==> src/rtl/uart_pkg.sv <==
`timescale 1ns/1ps
`default_nettype none
// uart_pkg -- state encoding and frame constants shared by the UART transmitter and receiver. Rev 1.0
package uart_pkg;

  localparam int   DATA_BITS  = 8;
  localparam int   STOP_BITS  = 1;
  localparam logic IDLE_LEVEL = 1'b1;

`ifdef UART_TX_PARITY_EN
  typedef enum logic [2:0] {
    IDLE   = 3'd0,
    START  = 3'd1,
    DATA   = 3'd2,
    PARITY = 3'd3,
    STOP   = 3'd4
  } uart_state_e;
`else
  typedef enum logic [2:0] {
    IDLE   = 3'd0,
    START  = 3'd1,
    DATA   = 3'd2,
    STOP   = 3'd4
  } uart_state_e;
`endif

endpackage
`default_nettype wire

==> src/rtl/uart_baud_tick.sv <==
`timescale 1ns/1ps
`default_nettype none
// uart_baud_tick -- counts enabled clocks 0..DIV-1 and pulses tick on the last one. Rev 1.0
module uart_baud_tick #(
  parameter int CLK_FREQ  = 100_000_000,
  parameter int BAUD_RATE = 9_600
) (
  input  logic clk,
  input  logic reset,
  input  logic enable,
  input  logic clear,
  output logic tick
);

  localparam int DIV = CLK_FREQ / BAUD_RATE;
  localparam int CW  = (DIV > 2) ? $clog2(DIV) : 1;

  logic [CW-1:0] count;
  logic          at_last;

  assign at_last = (count == CW'(DIV - 1));
  // A clear restarts the bit period, so it must also suppress a coincident tick.
  assign tick    = enable && !clear && at_last;

  always_ff @(posedge clk) begin
    if (reset || clear) begin
      count <= '0;
    end else if (enable) begin
      if (at_last) count <= '0;
      else         count <= count + 1'b1;
    end
  end

endmodule
`default_nettype wire

==> src/rtl/uart_tx.sv <==
`timescale 1ns/1ps
`default_nettype none
// uart_tx -- byte-wide UART transmitter, 8N1; define UART_TX_PARITY_EN for an even parity bit (8E1).
// Rev 1.0
module uart_tx
  import uart_pkg::*;
#(
  parameter int CLK_FREQ  = 100_000_000,
  parameter int BAUD_RATE = 9_600
) (
  input  logic       clk,
  input  logic       reset,
  input  logic       enable,
  input  logic [7:0] tx_data,
  input  logic       tx_valid,
  output logic       tx_ready,
  output logic       TxD,
  output logic       busy
);

  localparam int DIV = CLK_FREQ / BAUD_RATE;

  generate
    if (DIV < 2) begin : g_div_check
      $error("uart_tx: CLK_FREQ/BAUD_RATE must be at least 2");
    end
  endgenerate

  uart_state_e state, state_next;
  logic [7:0]  data_reg, data_next;
  logic [2:0]  bit_idx, bit_next;
  logic        txd_next, ready_next, busy_next;
  logic        clear, tick;

  uart_baud_tick #(
    .CLK_FREQ  (CLK_FREQ),
    .BAUD_RATE (BAUD_RATE)
  ) u_baud_tick (
    .clk    (clk),
    .reset  (reset),
    .enable (enable),
    .clear  (clear),
    .tick   (tick)
  );

  always_ff @(posedge clk) begin
    if (reset) begin
      state    <= IDLE;
      TxD      <= IDLE_LEVEL;
      tx_ready <= 1'b1;
      busy     <= 1'b0;
      bit_idx  <= 3'd0;
      data_reg <= 8'd0;
    end else begin
      state    <= state_next;
      TxD      <= txd_next;
      tx_ready <= ready_next;
      busy     <= busy_next;
      bit_idx  <= bit_next;
      data_reg <= data_next;
    end
  end

  // Every transition waits on tick or an enabled accept, so enable=0 freezes all state.
  always_comb begin
    state_next = state;
    data_next  = data_reg;
    bit_next   = bit_idx;
    txd_next   = TxD;
    ready_next = tx_ready;
    busy_next  = busy;
    clear      = 1'b0;
    case (state)
      IDLE: begin
        txd_next   = IDLE_LEVEL;
        ready_next = 1'b1;
        busy_next  = 1'b0;
        if (enable && tx_valid && tx_ready) begin
          data_next  = tx_data;
          bit_next   = 3'd0;
          clear      = 1'b1;
          state_next = START;
          txd_next   = 1'b0;
          ready_next = 1'b0;
          busy_next  = 1'b1;
        end
      end
      START: begin
        if (tick) begin
          state_next = DATA;
          txd_next   = data_reg[0];
        end
      end
      DATA: begin
        if (tick) begin
          bit_next = bit_idx + 3'd1;
          if (bit_idx == 3'(DATA_BITS - 1)) begin
`ifdef UART_TX_PARITY_EN
            state_next = PARITY;
            txd_next   = ^data_reg;
`else
            state_next = STOP;
            txd_next   = IDLE_LEVEL;
`endif
          end else begin
            txd_next = data_reg[bit_next];
          end
        end
      end
`ifdef UART_TX_PARITY_EN
      PARITY: begin
        if (tick) begin
          state_next = STOP;
          txd_next   = IDLE_LEVEL;
        end
      end
`endif
      STOP: begin
        if (tick) begin
          state_next = IDLE;
          txd_next   = IDLE_LEVEL;
          ready_next = 1'b1;
          busy_next  = 1'b0;
        end
      end
      default: begin
        state_next = IDLE;
        txd_next   = IDLE_LEVEL;
        ready_next = 1'b1;
        busy_next  = 1'b0;
      end
    endcase
  end

endmodule
`default_nettype wire
==> config.mk <==
export PLATFORM = sky130hd
export DESIGN_NAME = uart_tx
export DESIGN_NICKNAME = d
export VERILOG_FILES = /design/src/rtl/uart_pkg.sv /design/src/rtl/uart_baud_tick.sv /design/src/rtl/uart_tx.sv
export SDC_FILE = /design/constraint.sdc
export NUM_CORES = 1
export LEC_CHECK = 0
export CAP_MARGIN = 40
export CELL_PAD_IN_SITES_DETAIL_PLACEMENT = 1
export CELL_PAD_IN_SITES_GLOBAL_PLACEMENT = 2
export CORE_ASPECT_RATIO = 0.8
export CORE_MARGIN = 1
export CORE_UTILIZATION = 36
export DETAILED_ROUTE_END_ITERATION = 7
export PLACE_DENSITY_LB_ADDON = 0.1
export SYNTH_ARGS = -nofsm -noshare
export SYNTH_HDL_FRONTEND = slang
export SYNTH_SLANG_ARGS = --single-unit
export TNS_END_PERCENT = 10
==> constraint.sdc <==
create_clock -name clk -period 3.65 [get_ports clk]
set_clock_uncertainty 0.1 [all_clocks]
set_input_delay 0.9125 -clock clk [delete_from_list [all_inputs] [get_ports clk]]
set_output_delay 0.9125 -clock clk [all_outputs]
set_load 0.03 [all_outputs]
==> impl_results.md, run 1 <==
* Count of buffers added by post-CTS timing repair for setup at 0
* H-tree levels at 2
* Max-slew headroom at 60.71%
* Post-Syn Instances at 183
* Final hold violations at 0
* Total setup violations reported at the end of the flow at 0
* Die Footprint at 0.004488 sq mm
* Worst-case clock buffer depth at 2
* Root Buffer Master: clkbuf_8
* Area Overhead vs Synth at 17.04%
* Vertical extent of the die at 60.12 um
* Initial standard-cell utilization of the core at 38.69%
* Internal at 0.5052 mW
* Power density over the cells at 377.6 mW/mm^2
* Maximum cell stage delay along the critical path at 0.66 ns
* Unrepaired setup endpoints after global routing: no
* Clock period minus final worst setup slack at 2.808 ns
* Startpoint types: input port
* Quantity of hold-fixing buffers added after cts at 0
* Via-to-Cell Ratio at 5.341
* Placement Setup Slack at 0.5764 ns
* Relative contribution of sequential cells to total power at 52.8%
* Total nets after synthesis at 198
* Drt total wl at 3756 um
* Worst-path maximum fanout at 14
* Clock tree from TritonCTS: done
* Antenna Nets Post-Route at 0
* Iteration-0 DRC Markers at 78
* Number of nets in the final layout at 211
* Number of buffer cells added on primary ports at 14
* Crit share post-route at 76.93%
* Wire length per cell at 14.90 um
* Cell accounting for the most synthesized area: dfxtp_1
* Worst EP required at 3.69 ns
* Post-cts repair resize count at 0
* CP cell instances: clkdlybuf4s50_1, nand4_1, nor4_2, buf_4, or3_1, nor2_1
* Ranking of synthesized cells by instance count: 31 x dfxtp_1, 25 x nand2_1, 15 x a21oi_1
* Average size of a mapped cell at 8.307 sq um
* Remaining design rule violation count at 0
* Proportion of layout cells with a drive suffix above 1 at 7.107%
* Final setup slack of the worst path at 0.8421 ns
* Kind of critical path: input port to flip-flop
* F_max at 356.1 MHz
* Residual overflow from global routing at 0
* Clock latency reported for the late side of the worst-skew pair at 0.28 ns
* Antenna violations before repair at 0
* Post-DP HPWL at 2744 um
* Area inside the core boundary at 0.003929 sq mm
* Largest register FFs at 14
* Comb power frac at 8.7%
* Min-delay worst type: flip-flop to flip-flop
* Total of warnings raised by yosys at 0
* Vias in the first global route at 1320
* Antenna diode instance count at 0
* Fraction of the yosys area taken by sequential cells at 40.82%
* Switching share of power at 24.80%
* Final max-slew violation count at 0
* Global Route Usage Sum at 19.71%
* Vias after detailed routing at 1346
* Data arrival at the endpoint of the critical path at 2.85 ns
* Net Sw Power at 0.1666 mW
* Top_reg_cell synth: dfxtp_1
* Max-cap violation count at 0
* Std-Cell Rows at 20
* Register bit count reported by yosys at 31
* Distinct cells, synth at 39
* Leakage at 0.5689 nW
* Clock transition at the registers of the reported paths at 0.07 ns
* Total clock sinks at 31
* Run status: finished clean
* First-pass GRT wire length at 6472 um
* Clock power frac at 38.5%
* Number of flops mapped to enable cells by yosys at 0
* Sort of element at the end of the critical path: flip-flop
* Cell with the largest stage delay on the worst path: clkdlybuf4s50_1
* Worst supply voltage drop on vdd at 0.0001883 V
* Final core area utilization at 45.29%
* Weighted congestion at the end of routability-driven global placement at 0.7856
* Dominant cell by count in the synthesized netlist: dfxtp_1
* Inserted Clock Buffers at 5
* Largest net degree at the start of global routing at 17
* Horizontal die dimension at 74.66 um
* Actual transition at the worst max-transition pin at 0.5876 ns
* Netlist area before placement at 0.001520 sq mm
* Share of synthesized registers carrying an async set or reset at 0%
* Dominant cells by area after synthesis: dfxtp_1 41%, nand2_1 6.2%, a21oi_1 4.9%
* Top-level I/O count at 15
* Total Negative Setup Slacks at 0 ns
* Area fraction of the dominant cell type after synthesis at 40.82%
* TritonRoute pass-1 iters at 4
==> power groups by stage <==
stage / logic, mW / clock network, mW / registers [mW]
final: 0.0582 / 0.259 / 0.355
after global routing: 0.0641 / 0.286 / 0.356
after CTS: 0.0589 / 0.271 / 0.355
after detailed placement: 0.0585 / 0 / 0.362
after global placement: 0.0569 / 0 / 0.362
after floorplan: 0.0306 / 0 / 0.364
==> worst max-delay path, delay by kind of cell <==
| kind | cells | cell delay [ns] |
|---|---|---|
| and+or+nand+nor | 4 | 1.09 |
| buffers and inverters | 2 | 0.84 |
==> stage by stage <==
stage / std cells / area, sq um / power [mW] / hold slack, ns
2_1_floorplan: 183 / 1520 / 0.3946 / 0.3357
3_3_place_gp: 244 / 1695 / 0.4187 / 0.3421
3_5_place_dp: 244 / 1695 / 0.4209 / 0.3492
4_1_cts: 252 / 1779 / 0.6846 / 0.3590
5_1_grt: 252 / 1779 / 0.7054 / 0.3725
6_report: 252 / 1779 / 0.6718 / 0.3571
==> final cells by class <==
class	count	area (sq um)
multi-input combinational	139	835.8
inverter	2	7.507
tap	55	68.82
timing repair buffer	17	162.7
fill	470	2150
clock buffer	5	68.82
clock inverter	3	15.01
sequential	31	620.6
==> final timing paths <==
path | start | to | slack (ns) | depth (start not counted)
max | enable | u_baud_tick.count[7] | 0.84 | 6
min reg2reg | data_reg[7] | data_reg[7] | 0.36 | 2
min | data_reg[7] | data_reg[7] | 0.36 | 2
max reg2reg | u_baud_tick.count[8] | u_baud_tick.count[7] | 1.49 | 5
==> cells by family after synthesis <==
logic type	Yosys count	synth area share, %
AND/OR/NAND/NOR	84	29.38
AO/OA/AOI/OAI	37	14.07
flip-flops	31	40.82
buffers and inverters	13	4.197
XOR/XNOR	10	5.761
multiplexers	5	3.292
adder cells (fa/ha/maj)	3	2.469
==> placed cells by master, fill, tap and decap left out, drive strengths merged, types with 3 or more instances in the layout <==
master / Yosys / final
o21ai: 11 / 11
a211oi: 3 / 3
or3: 3 / 3
clkinv: 0 / 3
clkbuf: 7 / 5
clkdlybuf4s50: 0 / 14
nand3: 9 / 9
nor2: 14 / 14
nor3: 3 / 3
nor2b: 3 / 3
a21oi: 15 / 15
mux2i: 5 / 5
nor4: 5 / 5
dfxtp: 31 / 31
nand2b: 4 / 4
buf: 4 / 3
xor2: 4 / 4
ha: 3 / 3
nand2: 25 / 25
xnor2: 6 / 6
nand4: 6 / 6
==> metal layers <==
layer	vias up	routed length (um)	part of all wire, %	global-route usage (%)
li1	677	-	-	-
met1	648	2079	55	29.14
met2	16	1524	41	27.41
met3	5	112	3.0	4.553
met4	0	40	1.1	7.278
met5	-	0	0	0
(Power assumes the default switching activity.)
==> run 2: changes to the inputs <==
Settings changed: CORE_UTILIZATION 36 to 33.
Clock period 3.65 ns to 2.7 ns, I/O delays scaled along.
==> impl_results.md, run 2 (synthesis results as in run 1) <==
* Area of combinational cells with multiple inputs at 835.8 sq um (unchanged)
* Met2 track utilization from global routing at 24.12% (-3.3 points)
* Post-cts repair resize count at 0 (unchanged)
* Cell with the largest stage delay on the worst path: clkdlybuf4s50_1
* Post-DP HPWL at 2919 um (+6.3%)
* Clock tree from TritonCTS: done
* H-tree levels at 2 (unchanged)
* CP cell instances: clkdlybuf4s50_1, nand4_1, buf_4, nor4_2, buf_4, nand4b_1, a211oi_1
* Placed standard-cell area at 0.001755 sq mm (+3.5%)
* Largest net degree at the start of global routing at 16 (-1)
* Top library cells by usage in the layout, fill and taps aside: 31 x dfxtp_1, 25 x nand2_1, 15 x a21oi_1, 14 x nor2_1, 14 x clkdlybuf4s50_1
* Clock latency reported for the late side of the worst-skew pair at 0.28 ns (about the same)
* Total area of sequential cells at 620.6 sq um (unchanged)
* Antenna diode instance count at 0 (unchanged)
* Global-route track usage on met3 at 4.818% (+0.26 points)
* Total clock sinks at 31 (unchanged)
* Min-delay worst type: flip-flop to flip-flop
* Max-cap violation count at 0 (unchanged)
* Iteration-0 DRC Markers at 77 (-1.3%)
* Actual transition at the worst max-transition pin at 0.5763 ns (-0.01131 ns)
* Number of buffer cells added on primary ports at 14 (unchanged)
* Leakage at 0.6040 nW (+6.2%)
* Inserted Clock Buffers at 5 (unchanged)
* Most common cell after layout, fill and taps aside: dfxtp_1
* Cell occurring most often along the worst timing path: buf_4
* Via-to-Cell Ratio at 5.254 (-1.6%)
* Most used routing layer: met1
* Area inside the core boundary at 0.004309 sq mm (+9.7%)
* Filler cell count in the final layout at 532 (+13%)
* Power density over the cells at 519.5 mW/mm^2 (+38%)
* Root Buffer Master: clkbuf_8
* Remaining design rule violation count at 0 (unchanged)
* Startpoint types: input port
* Weighted congestion at the end of routability-driven global placement at 0.7950 (+1.2%)
* Data arrival at the endpoint of the critical path at 2.41 ns (-0.44 ns)
* Final max-slew violation count at 0 (unchanged)
* Worst supply voltage drop on vdd at 0.0002763 V (+47%)
* Clock period minus final worst setup slack at 2.313 ns
* Number of nets in the final layout at 217 (+2.8%)
* Vertical extent of the die at 62.71 um (+4.3%)
* Crit share post-route at 85.65%
* First-pass GRT wire length at 6520 um (+0.74%)
* Sort of element at the end of the critical path: flip-flop
* Proportion of layout cells with a drive suffix above 1 at 9.360% (+2.3 points)
* Run status: finished clean
* Global Route Usage Sum at 17.46% (-2.3 points)
* Die Footprint at 0.004884 sq mm (+8.8%)
* Crit-path leading delay family: buffers and inverters
* Initial standard-cell utilization of the core at 35.28% (-3.4 points)
* Worst-path maximum fanout at 5 (-9)
* Antenna Nets Post-Route at 0 (unchanged)
* Std-Cell Rows at 21 (+5.0%)
* Unrepaired setup endpoints after global routing: no
* Clock transition at the registers of the reported paths at 0.06 ns (about the same)
* Kind of critical path: input port to flip-flop
* Worst hold margin at 0.3559 ns (-0.001122 ns)
* Area Overhead vs Synth at 22.06%
* Largest register FFs at 14 (unchanged)
* Antenna violations before repair at 0 (unchanged)
* Wire length per cell at 14.65 um (-1.7%)
* M1 GR Usage at 24.64% (-4.5 points)
* Worst EP required at 2.80 ns (-0.89 ns)
* Quantity of hold-fixing buffers added after cts at 0 (unchanged)
* Vias after detailed routing at 1366 (+1.5%)
* TritonRoute pass-1 iters at 4 (unchanged)
* Power after layout at 0.9639 mW (+43%)
* Drt total wl at 3810 um (+1.4%)
* Max-slew headroom at 61.23% (+0.52 points)
* Horizontal die dimension at 77.89 um (+4.3%)
* Residual overflow from global routing at 0 (unchanged)
* Total setup violations reported at the end of the flow at 0 (unchanged)
* Count of buffers added by post-CTS timing repair for setup at 0 (unchanged)
* Worst-case clock buffer depth at 2 (unchanged)
* Final hold violations at 0 (unchanged)
* Design area at 0.001856 sq mm (+4.3%)
* Maximum cell stage delay along the critical path at 0.58 ns (-0.08 ns)
* Top-level I/O count at 15 (unchanged)
* Vias in the first global route at 1373 (+4.0%)
* Total Negative Setup Slacks at 0 ns (unchanged)
* Number of buffer and inverter stages on the critical path at 3 (+1)
* F_max at 432.4 MHz
==> run 2: final timing paths <==
path                   startpoint     endpoint  slack [ns]  depth (start not counted)
min reg2reg           data_reg[1]  data_reg[1]        0.36                          2
max                        enable     state[2]        0.39                          7
max reg2reg  u_baud_tick.count[8]   bit_idx[0]        0.60                          4
min                   data_reg[1]  data_reg[1]        0.36                          2
==> run 2: routing by layer <==
| metal | wire (um) | vias up |
|---|---|---|
| met3 | 104 | 5 |
| met1 | 2049 | 653 |
| met5 | 0 | - |
| li1 | - | 692 |
| met4 | 58 | 0 |
| met2 | 1598 | 16 |
==> run 2: layout make-up <==
class	count	share of cell area (%)
Clock buffer	8	5.394
Inverter	2	0.4046
Tap cell	57	3.844
Timing Repair Buffer	23	11.87
Multi-Input combinational cell	139	45.04
Sequential cell	31	33.45
==> run 2: worst register-to-register path, delay by kind of cell (launching register included) <==
family / cells / cell delay (ns)
AND/OR/NAND/NOR: 3 / 1.43
flip-flops: 1 / 0.37
AO/OA/AOI/OAI: 1 / 0.13
==> run 2: per-stage QoR <==
| stage | util (%) | cells | setup slack [ns] |
|---|---|---|---|
| after CTS | 43.06 | 260 | 0.3544 |
| after global routing | 43.06 | 260 | 0.2635 |
| after floorplan | - | 183 | 0.3586 |
| after detailed placement | 40.74 | 252 | 0.06542 |
| final | 43.06 | 260 | 0.3875 |
| after global placement | 40.74 | 252 | 0.1696 |
==> run 2: report_power, final <==
group / total, mW / switching, mW / leakage [nW] / internal [mW]
sequential: 0.480 / 0.0103 / 0.252 / 0.469
clock: 0.398 / 0.165 / 0.0515 / 0.232
combinational: 0.0864 / 0.0426 / 0.301 / 0.0438
total: 0.964 / 0.218 / 0.604 / 0.746
